<file path="src/rtl/tcb_lib_rvmodel_ctrl.sv">
// RV model control block on TCB: signature bounds, halt, cycle counter and console FIFO.
// Optional timeout limit/flag at offset 0x28 is built when RVMODEL_CTRL_TIMEOUT_EN is defined.
module tcb_lib_rvmodel_ctrl #(
  parameter int unsigned DAW = 32,
  parameter int unsigned DDW = 32,
  parameter int unsigned CFD = 4,
  parameter int unsigned TMO = 20000
) (
  input  logic             clk,
  input  logic             rst,
  input  logic             tcb_vld,
  output logic             tcb_rdy,
  input  logic             tcb_wen,
  input  logic [DAW-1:0]   tcb_adr,
  input  logic [DDW/8-1:0] tcb_ben,
  input  logic [DDW-1:0]   tcb_wdt,
  output logic [DDW-1:0]   tcb_rdt,
  output logic             tcb_err,
  output logic             halt,
  output logic [DDW-2:0]   halt_code,
  output logic             timeout,
  output logic [DDW-1:0]   sig_begin,
  output logic [DDW-1:0]   sig_end,
  output logic [31:0]      cnt,
  output logic             con_vld,
  output logic [7:0]       con_dat,
  input  logic             con_rdy
);

  localparam int unsigned BEW = DDW / 8;
  localparam int unsigned FAW = $clog2(CFD);
  localparam int unsigned PW  = FAW + 1;

  localparam logic [5:0] OFS_SIGB = 6'h00;
  localparam logic [5:0] OFS_SIGE = 6'h08;
  localparam logic [5:0] OFS_HALT = 6'h10;
  localparam logic [5:0] OFS_CON  = 6'h18;
  localparam logic [5:0] OFS_CNT  = 6'h20;
  localparam logic [5:0] OFS_TMO  = 6'h28;

  localparam logic [DDW-1:0] TMO_RST = DDW'(TMO);

  logic [5:0]     ofs;
  logic           xfer;
  logic           wr_en;
  logic           acc_err;
  logic [DDW-1:0] rsp_dat;
  logic           halt_set;
  logic           tmo_hit;
  logic           cnt_run;

  logic [DDW-1:0] sig_begin_q, sig_begin_d;
  logic [DDW-1:0] sig_end_q, sig_end_d;
  logic           halt_q, halt_d;
  logic [DDW-2:0] halt_code_q, halt_code_d;
  logic [31:0]    cnt_q, cnt_d;
  logic [DDW-1:0] rdt_q, rdt_d;
  logic           err_q, err_d;

  logic [PW-1:0]  wptr_q, wptr_d;
  logic [PW-1:0]  rptr_q, rptr_d;
  logic [PW-1:0]  fill;
  logic           fifo_full;
  logic           fifo_empty;
  logic           push;
  logic           pop;
  logic [7:0]     fifo_mem [CFD];

  logic           unused_adr;

  function automatic logic [DDW-1:0] bmerge(input logic [DDW-1:0] old,
                                            input logic [DDW-1:0] wdt,
                                            input logic [BEW-1:0] ben);
    logic [DDW-1:0] res;
    res = old;
    for (int unsigned b = 0; b < BEW; b++) begin
      if (ben[b]) res[8*b +: 8] = wdt[8*b +: 8];
    end
    return res;
  endfunction

  assign ofs        = tcb_adr[5:0];
  assign unused_adr = ^tcb_adr[DAW-1:6];

  // FIFO status; the extra pointer bit separates full from empty
  assign fill       = wptr_q - rptr_q;
  assign fifo_empty = (wptr_q == rptr_q);
  assign fifo_full  = (wptr_q[FAW] != rptr_q[FAW]) && (wptr_q[FAW-1:0] == rptr_q[FAW-1:0]);

  // Only a console write into a full FIFO is back-pressured
  assign tcb_rdy = !(tcb_vld && tcb_wen && (ofs == OFS_CON) && fifo_full);
  assign xfer    = tcb_vld && tcb_rdy;
  assign wr_en   = xfer && tcb_wen && !acc_err;

  assign halt_set = wr_en && (ofs == OFS_HALT) && tcb_ben[0] && tcb_wdt[0];
  assign push     = wr_en && (ofs == OFS_CON) && tcb_ben[0] && !fifo_full;
  assign pop      = !fifo_empty && con_rdy;

`ifdef RVMODEL_CTRL_TIMEOUT_EN
  logic [DDW-1:0] tmo_lim_q, tmo_lim_d;
  logic           timeout_q;

  // The counter stops on the limit value itself, so it reads back as the limit
  assign tmo_hit   = !halt_q && (tmo_lim_q != '0) && (DDW'(cnt_q) == tmo_lim_q);
  assign tmo_lim_d = (wr_en && (ofs == OFS_TMO)) ? bmerge(tmo_lim_q, tcb_wdt, tcb_ben) : tmo_lim_q;

  always_ff @(posedge clk or posedge rst) begin
    if (rst) begin
      tmo_lim_q <= TMO_RST;
      timeout_q <= 1'b0;
    end else begin
      tmo_lim_q <= tmo_lim_d;
      timeout_q <= timeout_q || tmo_hit;
    end
  end

  assign timeout = timeout_q;
`else
  logic unused_tmo;
  assign unused_tmo = |TMO_RST;
  assign tmo_hit    = 1'b0;
  assign timeout    = 1'b0;
`endif

  // Register decode: read data and access error for the current request
  always_comb begin
    rsp_dat = '0;
    acc_err = 1'b0;
    case (ofs)
      OFS_SIGB: rsp_dat = sig_begin_q;
      OFS_SIGE: rsp_dat = sig_end_q;
      OFS_HALT: rsp_dat = {halt_code_q, halt_q};
      OFS_CON:  rsp_dat = DDW'(fill);
      OFS_CNT: begin
        rsp_dat = DDW'(cnt_q);
        acc_err = tcb_wen;
      end
`ifdef RVMODEL_CTRL_TIMEOUT_EN
      OFS_TMO:  rsp_dat = tmo_lim_q;
`endif
      default:  acc_err = 1'b1;
    endcase
    if (tcb_wen || acc_err) rsp_dat = '0;
  end

  assign cnt_run = !halt_q && !timeout && !tmo_hit;

  always_comb begin
    sig_begin_d = sig_begin_q;
    sig_end_d   = sig_end_q;
    halt_d      = halt_q;
    halt_code_d = halt_code_q;
    rdt_d       = rdt_q;
    err_d       = err_q;
    if (wr_en && (ofs == OFS_SIGB)) sig_begin_d = bmerge(sig_begin_q, tcb_wdt, tcb_ben);
    if (wr_en && (ofs == OFS_SIGE)) sig_end_d = bmerge(sig_end_q, tcb_wdt, tcb_ben);
    if (halt_set) begin
      halt_d      = 1'b1;
      halt_code_d = tcb_wdt[DDW-1:1];
    end
    if (xfer) begin
      rdt_d = rsp_dat;
      err_d = acc_err;
    end
    cnt_d  = cnt_run ? cnt_q + 32'd1 : cnt_q;
    wptr_d = wptr_q + PW'(push);
    rptr_d = rptr_q + PW'(pop);
  end

  always_ff @(posedge clk or posedge rst) begin
    if (rst) begin
      sig_begin_q <= '0;
      sig_end_q   <= '0;
      halt_q      <= 1'b0;
      halt_code_q <= '0;
      cnt_q       <= '0;
      rdt_q       <= '0;
      err_q       <= 1'b0;
      wptr_q      <= '0;
      rptr_q      <= '0;
    end else begin
      sig_begin_q <= sig_begin_d;
      sig_end_q   <= sig_end_d;
      halt_q      <= halt_d;
      halt_code_q <= halt_code_d;
      cnt_q       <= cnt_d;
      rdt_q       <= rdt_d;
      err_q       <= err_d;
      wptr_q      <= wptr_d;
      rptr_q      <= rptr_d;
    end
  end

  // Storage needs no reset: con_dat is masked while the FIFO is empty
  always_ff @(posedge clk) begin
    if (push) fifo_mem[wptr_q[FAW-1:0]] <= tcb_wdt[7:0];
  end

  assign tcb_rdt   = rdt_q;
  assign tcb_err   = err_q;
  assign halt      = halt_q;
  assign halt_code = halt_code_q;
  assign sig_begin = sig_begin_q;
  assign sig_end   = sig_end_q;
  assign cnt       = cnt_q;
  assign con_vld   = !fifo_empty;
  assign con_dat   = fifo_empty ? 8'h00 : fifo_mem[rptr_q[FAW-1:0]];

endmodule

</file>
<file path="config.mk">
export PLATFORM = sky130hd
export DESIGN_NAME = tcb_lib_rvmodel_ctrl
export DESIGN_NICKNAME = d
export VERILOG_FILES = /design/src/rtl/tcb_lib_rvmodel_ctrl.sv
export SDC_FILE = /design/constraint.sdc
export NUM_CORES = 1
export LEC_CHECK = 0
export CORE_MARGIN = 2
export CORE_UTILIZATION = 30
export CTS_CLUSTER_SIZE = 10
export DETAILED_ROUTE_END_ITERATION = 12
export SYNTH_ARGS = -nofsm -noshare
export SYNTH_HDL_FRONTEND = slang
export SYNTH_SLANG_ARGS = --single-unit
export TNS_END_PERCENT = 50
</file>
<file path="constraint.sdc">
create_clock -name clk -period 8.7 [get_ports clk]
set_clock_uncertainty 0.05 [all_clocks]
set_input_delay 1.74 -clock clk [delete_from_list [all_inputs] [get_ports clk]]
set_output_delay 1.74 -clock clk [all_outputs]
set_load 0.1 [all_outputs]
</file>
### After elaboration in Yosys (flattened, before gate mapping)

Memories as Yosys holds them, arrays and structs flattened.
Cells that the tools add are included.

| operators by class | value |
|---|---|
| add/sub/neg operators | 4 |
| equality and inequality tests | 7 |
| muxes and demuxes | 6 |
| reduce and logical (&&, ||, !) cells | 31 |

Operators with widths:

| operator | count |
|---|---|
| $pmux 32 s5 | 1 |
| $add 32x1->32 const B | 1 |
| $mux 32 | 1 |
| $logic_and 1x1->1 | 16 |
| $reduce_and 2->1 | 8 |
| $eq 6x5->1 const B | 2 |
| $mux 8 | 1 |
| $add 3x1->3 | 2 |
| $eq 6x4->1 const B | 1 |
| $eq 6x6->1 const B | 1 |
| $logic_not 6->1 | 1 |
| $logic_not 1->1 | 4 |
| $reduce_or 4->1 | 1 |
| $eq 3x3->1 | 1 |
| $sub 3x3->3 | 1 |
| $eq 2x2->1 | 1 |
| $mux 1 | 2 |
| $pmux 1 s2 | 1 |
| $logic_or 1x1->1 | 1 |
| $ne 1x1->1 | 1 |

| storage, ports and cells | value |
|---|---|
| flip-flop bits (word level) | 167 |
| bits in writable memories | 32 |
| input port bits | 73 |
| output and inout bits | 172 |
| word-level logic and storage cells | 64 |
| memories kept | 1 |

Memory list:

| name | depth | width | read ports | clocked after memory_dff | wr ports | line | text |
|---|---|---|---|---|---|---|---|
| fifo_mem | 4 | 8 | 1 | 0 | 1 | 67 | `logic [7:0] fifo_mem [CFD];` |

### Logic depth before layout (Yosys ltp)

| logic depth | value |
|---|---|
| depth in word-level cells | 12 |
| mapped depth | 9 |
| gate-level depth less buffers | 7 |

### Worst setup path after synthesis

OpenSTA, ideal clock, no wires.

| path | value |
|---|---|
| path type | input port to output port |
| start | input port tcb_adr[3] |
| end | output port tcb_rdy |
| arrival time | 3.073 ns |
| path slack | 3.837 ns |
| stages | 3 |
| buffers on the path | 1 |
| path through | buf_2 > nor2b_1 > nand4_1 |

| between the ends | value |
|---|---|
| word-level cells in the longest chain between the ends | 4 |

Ends and longest elaborated chain:

| element | line | text |
|---|---|---|
| start, declared | 14 | `input logic [DAW-1:0] tcb_adr,` |
| $eq 6x5->1 | 91 | `assign tcb_rdy = !(tcb_vld && tcb_wen && (ofs == OFS_CON) && fifo_full);` |
| $logic_and 1x1->1 (2 in series) | 91 |  |
| $logic_not 1->1 | 91 |  |
| end, declared | 12 | `output logic tcb_rdy,` |

No other way between the ends.

### Final worst setup path

| path | value |
|---|---|
| start | input port tcb_adr[4] |
| end | output port tcb_rdy |

Same word-level chain as after synthesis.

==> results_dict.tcl <==
set metrics [dict create \
    synth_enable_flop_cells 32 \
    drtAntennaViolNets 0 \
    first_pass_iters 4 \
    cp.required_ps 6910 \
    multiInputGateArea_mm2 0.00346 \
    timing.critical_path.slowest_cell_delay_ps 1000 \
    synth.net_count 708 \
    total_power_w 0.00267 \
    stdcell_area_mm2 0.0119 \
    max_freq_ghz 0.168 \
    syn_area_mm2 0.00878 \
    final_cycle_utilization_of_the_critical_path_pct 68.4 \
    cts_post_setup_buffers_inserted 0 \
    worstHoldPathType "flop to flop" \
    timing.critical_path.arrival_ps 4160 \
    grt_setup_unrepaired "no" \
    fraction_of_layout_cells_with_a_size_suffix_above_1_pct 18.7 \
    cts.clk_slew.worst_paths_ps 70 \
    worst_pin_slew_ps 1100 \
    chipWidth_um 175 \
    pwr_density_cell_mw_per_mm2 225 \
    ioPinCount 245 \
    area_delta_synth_final_pct 35.3 \
    maxSlewViolCount 0 \
    route.detailed.wl_per_inst_um 20.6 \
    drtIter0Drc 332 \
    synthCells 627 \
    ys_async_sr_fraction_pct 83.9 \
    gp_congestion 0.757 \
    number_of_setup_violations_in_the_final_report 0 \
    power.leakage_nw 4.97 \
    slew_headroom_pct 26.5 \
    route.top_layer_used "met4" \
    synth_cell_types 51 \
    n_fill_cell 2710 \
    finalSetupTns_ps 0 \
    worst_skew_pair.late_latency_ps 440 \
    grt.overflow.total 0 \
    avgViaCountPerCell 4.97 \
    post-route-util_pct 41.3 \
    cts-root-to-sink-buffers 2 \
    r2r_slack_ps 6060 \
    global_route_wire_length_before_repair_mm 38.9 \
    sequential_cell_area_mm2 0.00514 \
    floorplan.rows 62 \
    met2RoutedLength_mm 11.9 \
    end_kind "output pin" \
    layout_net_count 913 \
    synthesis.yosys.warnings 0 \
    syn-mean-instance-area_um2 14.0 \
    cpMaxStageDelayCell "clkdlybuf4s50_1" \
    shortest_clock_period_the_worst_path_allows_after_layout_ps 5950 \
    crit_type "input port to output pin" \
    first_global_vias 6287 \
    initial_util_pct 30.5 \
    place.port_buffers 217 \
    sequence_of_cells_on_the_critical_path "buf_2 -> nor4b_2 -> nand4_1 -> clkdlybuf4s50_1" \
    ir_worst_vdd_uv 124 \
    grt_max_degree 83 \
    drt_drc_violations_left 0 \
    met3WireLength_mm 1.61 \
    htree_levels 4 \
    hold_violations 0 \
    cts-buffers-inserted 17 \
    wirelength_met1_mm 11.4 \
    result_of_the_run "completed" \
    ys_ff_latch 199 \
    max_cap_violations 0 \
    area_of_the_die_mm2 0.0307 \
    ctsRootBufferMaster "clkbuf_16" \
    postPlaceCellArea_mm2 0.0113 \
    dieHeight_um 175 \
    worstPathMaxFanout 40 \
    core_area_mm2 0.0288 \
    ctsResizeCount 0 \
    hpwlAfterDp_mm 17.5 \
    clock_tree_from_tritoncts "done" \
    synth.yosys.seq_area_share_pct 58.5 \
    wl_mm 25.3 \
    clock_sink_count 199 \
    routed-via-count 6109 \
    cp-start-kind "input port" \
    grt_antenna_before_repair 1 \
    ys.flop_type "dfrtp_1" \
    cts-hold-fix-buffers 0 \
    all_layer_global_routing_usage_pct 16.6 \
]
==> layout by cell type, fill, tap and decap left out, types with 3 or more instances in the layout <==
cell type	n
nand3_1	10
and2_1	5
nor3_1	34
nor2b_1	10
nand2_1	12
and3_1	10
inv_1	8
inv_6	5
o2bb2ai_1	31
mux4_2	10
ha_1	7
mux2i_1	31
clkbuf_16	17
dfrtp_1	167
nand2b_1	4
nor4_1	4
buf_4	5
and4_1	5
mux2_2	96
a221oi_1	29
clkinv_4	3
xnor2_1	18
edfxtp_1	32
nand4_1	9
xor2_1	16
nor2_1	10
nand3_2	3
clkdlybuf4s50_1	215
==> logic make-up (layout without fill, tap and decap cells) <==
logic type	after synthesis	count (layout)	synth area share, %
AND/OR/NAND/NOR	133	133	9.13
XOR/XNOR	35	35	3.66
adder cells (fa/ha/maj)	8	8	1.23
AO/OA/AOI/OAI	68	68	6.70
other	1	2	0.0427
buffers and inverters	45	263	2.19
flip-flops	199	199	58.5
multiplexers	138	138	18.5
==> worst max-delay path: cells and delay by family <==
family | cells | cell delay, ps
buffers and inverters | 2 | 1750
and+or+nand+nor | 2 | 650
==> registers in the layout, summed over array words and instances (netlist names) <==
register,count
halt,1
tcb_err,1
sig_end,32
wptr_q,3
halt_code,31
fifo_mem,32
tcb_rdt,32
rptr_q,3
cnt,32
sig_begin,32
==> cell type report <==
type	count	area share, %
multi-input combinational	383	29.1
timing repair buffer	222	18.5
inverter	9	0.326
tap	384	4.04
sequential	199	43.3
clock inverter	14	1.15
antenna	1	0.0211
clock buffer	18	3.61
==> through the flow <==
stage	hold slack, ps	instances	worst slack [ps]
final	440	1230	2750
after global routing	453	1229	2590
after CTS	445	1229	2720
after detailed placement	423	1197	2730
after global placement	422	1197	2770
after floorplan	431	627	2390
==> power by group <==
group          leakage (nW)  total [W]  switching, W  internal (W)
clock                 0.271   0.000772      0.000392      0.000380
sequential             2.58    0.00107     0.0000780      0.000990
combinational          2.12   0.000834      0.000604      0.000230
==> per-layer routing <==
metal,vias up,GRT usage [%]
met4,0,4.27
met1,3095,21.8
met5,-,0
li1,2804,-
met3,22,5.05
met2,188,26.8
==> cells in the mapped netlist (2+ instances only) <==
library cell,n,share of area (%)
nand3_1,10,0.57
dfrtp_1,167,48
nand4_1,9,0.64
a221oi_1,29,2.9
nor4_1,4,0.28
nand2_1,12,0.51
buf_4,4,0.34
and3_1,12,0.85
clkbuf_1,19,0.81
and4_1,5,0.50
buf_2,6,0.34
o21ai_0,2,0.11
nor2b_1,10,0.71
and2_1,6,0.43
nand2b_1,4,0.28
inv_1,9,0.38
o2bb2ai_1,31,3.1
a22oi_1,2,0.17
mux4_2,10,2.6
xnor2_1,18,1.8
xor2_1,16,1.6
buf_1,6,0.26
mux2_2,96,12
mux2i_1,31,3.5
nand3b_1,2,0.17
ha_1,7,1.0
nor2_1,10,0.43
nand3_2,3,0.34
nor3_1,34,1.9
edfxtp_1,32,11
==> path summary, 6_finish.rpt <==
path,from,depth (start not counted),to
setup / recovery,tcb_adr[4],4,tcb_rdy
hold / removal,tcb_rdt[31],1,tcb_rdt[31]
setup reg to reg,rptr_q[0],5,fifo_mem[1][3]
hold reg to reg,tcb_rdt[31],1,tcb_rdt[31]
max in group asynchronous,rst,4,halt
min in group asynchronous,rst,2,sig_begin[14]
(Power assumes the default switching activity.)
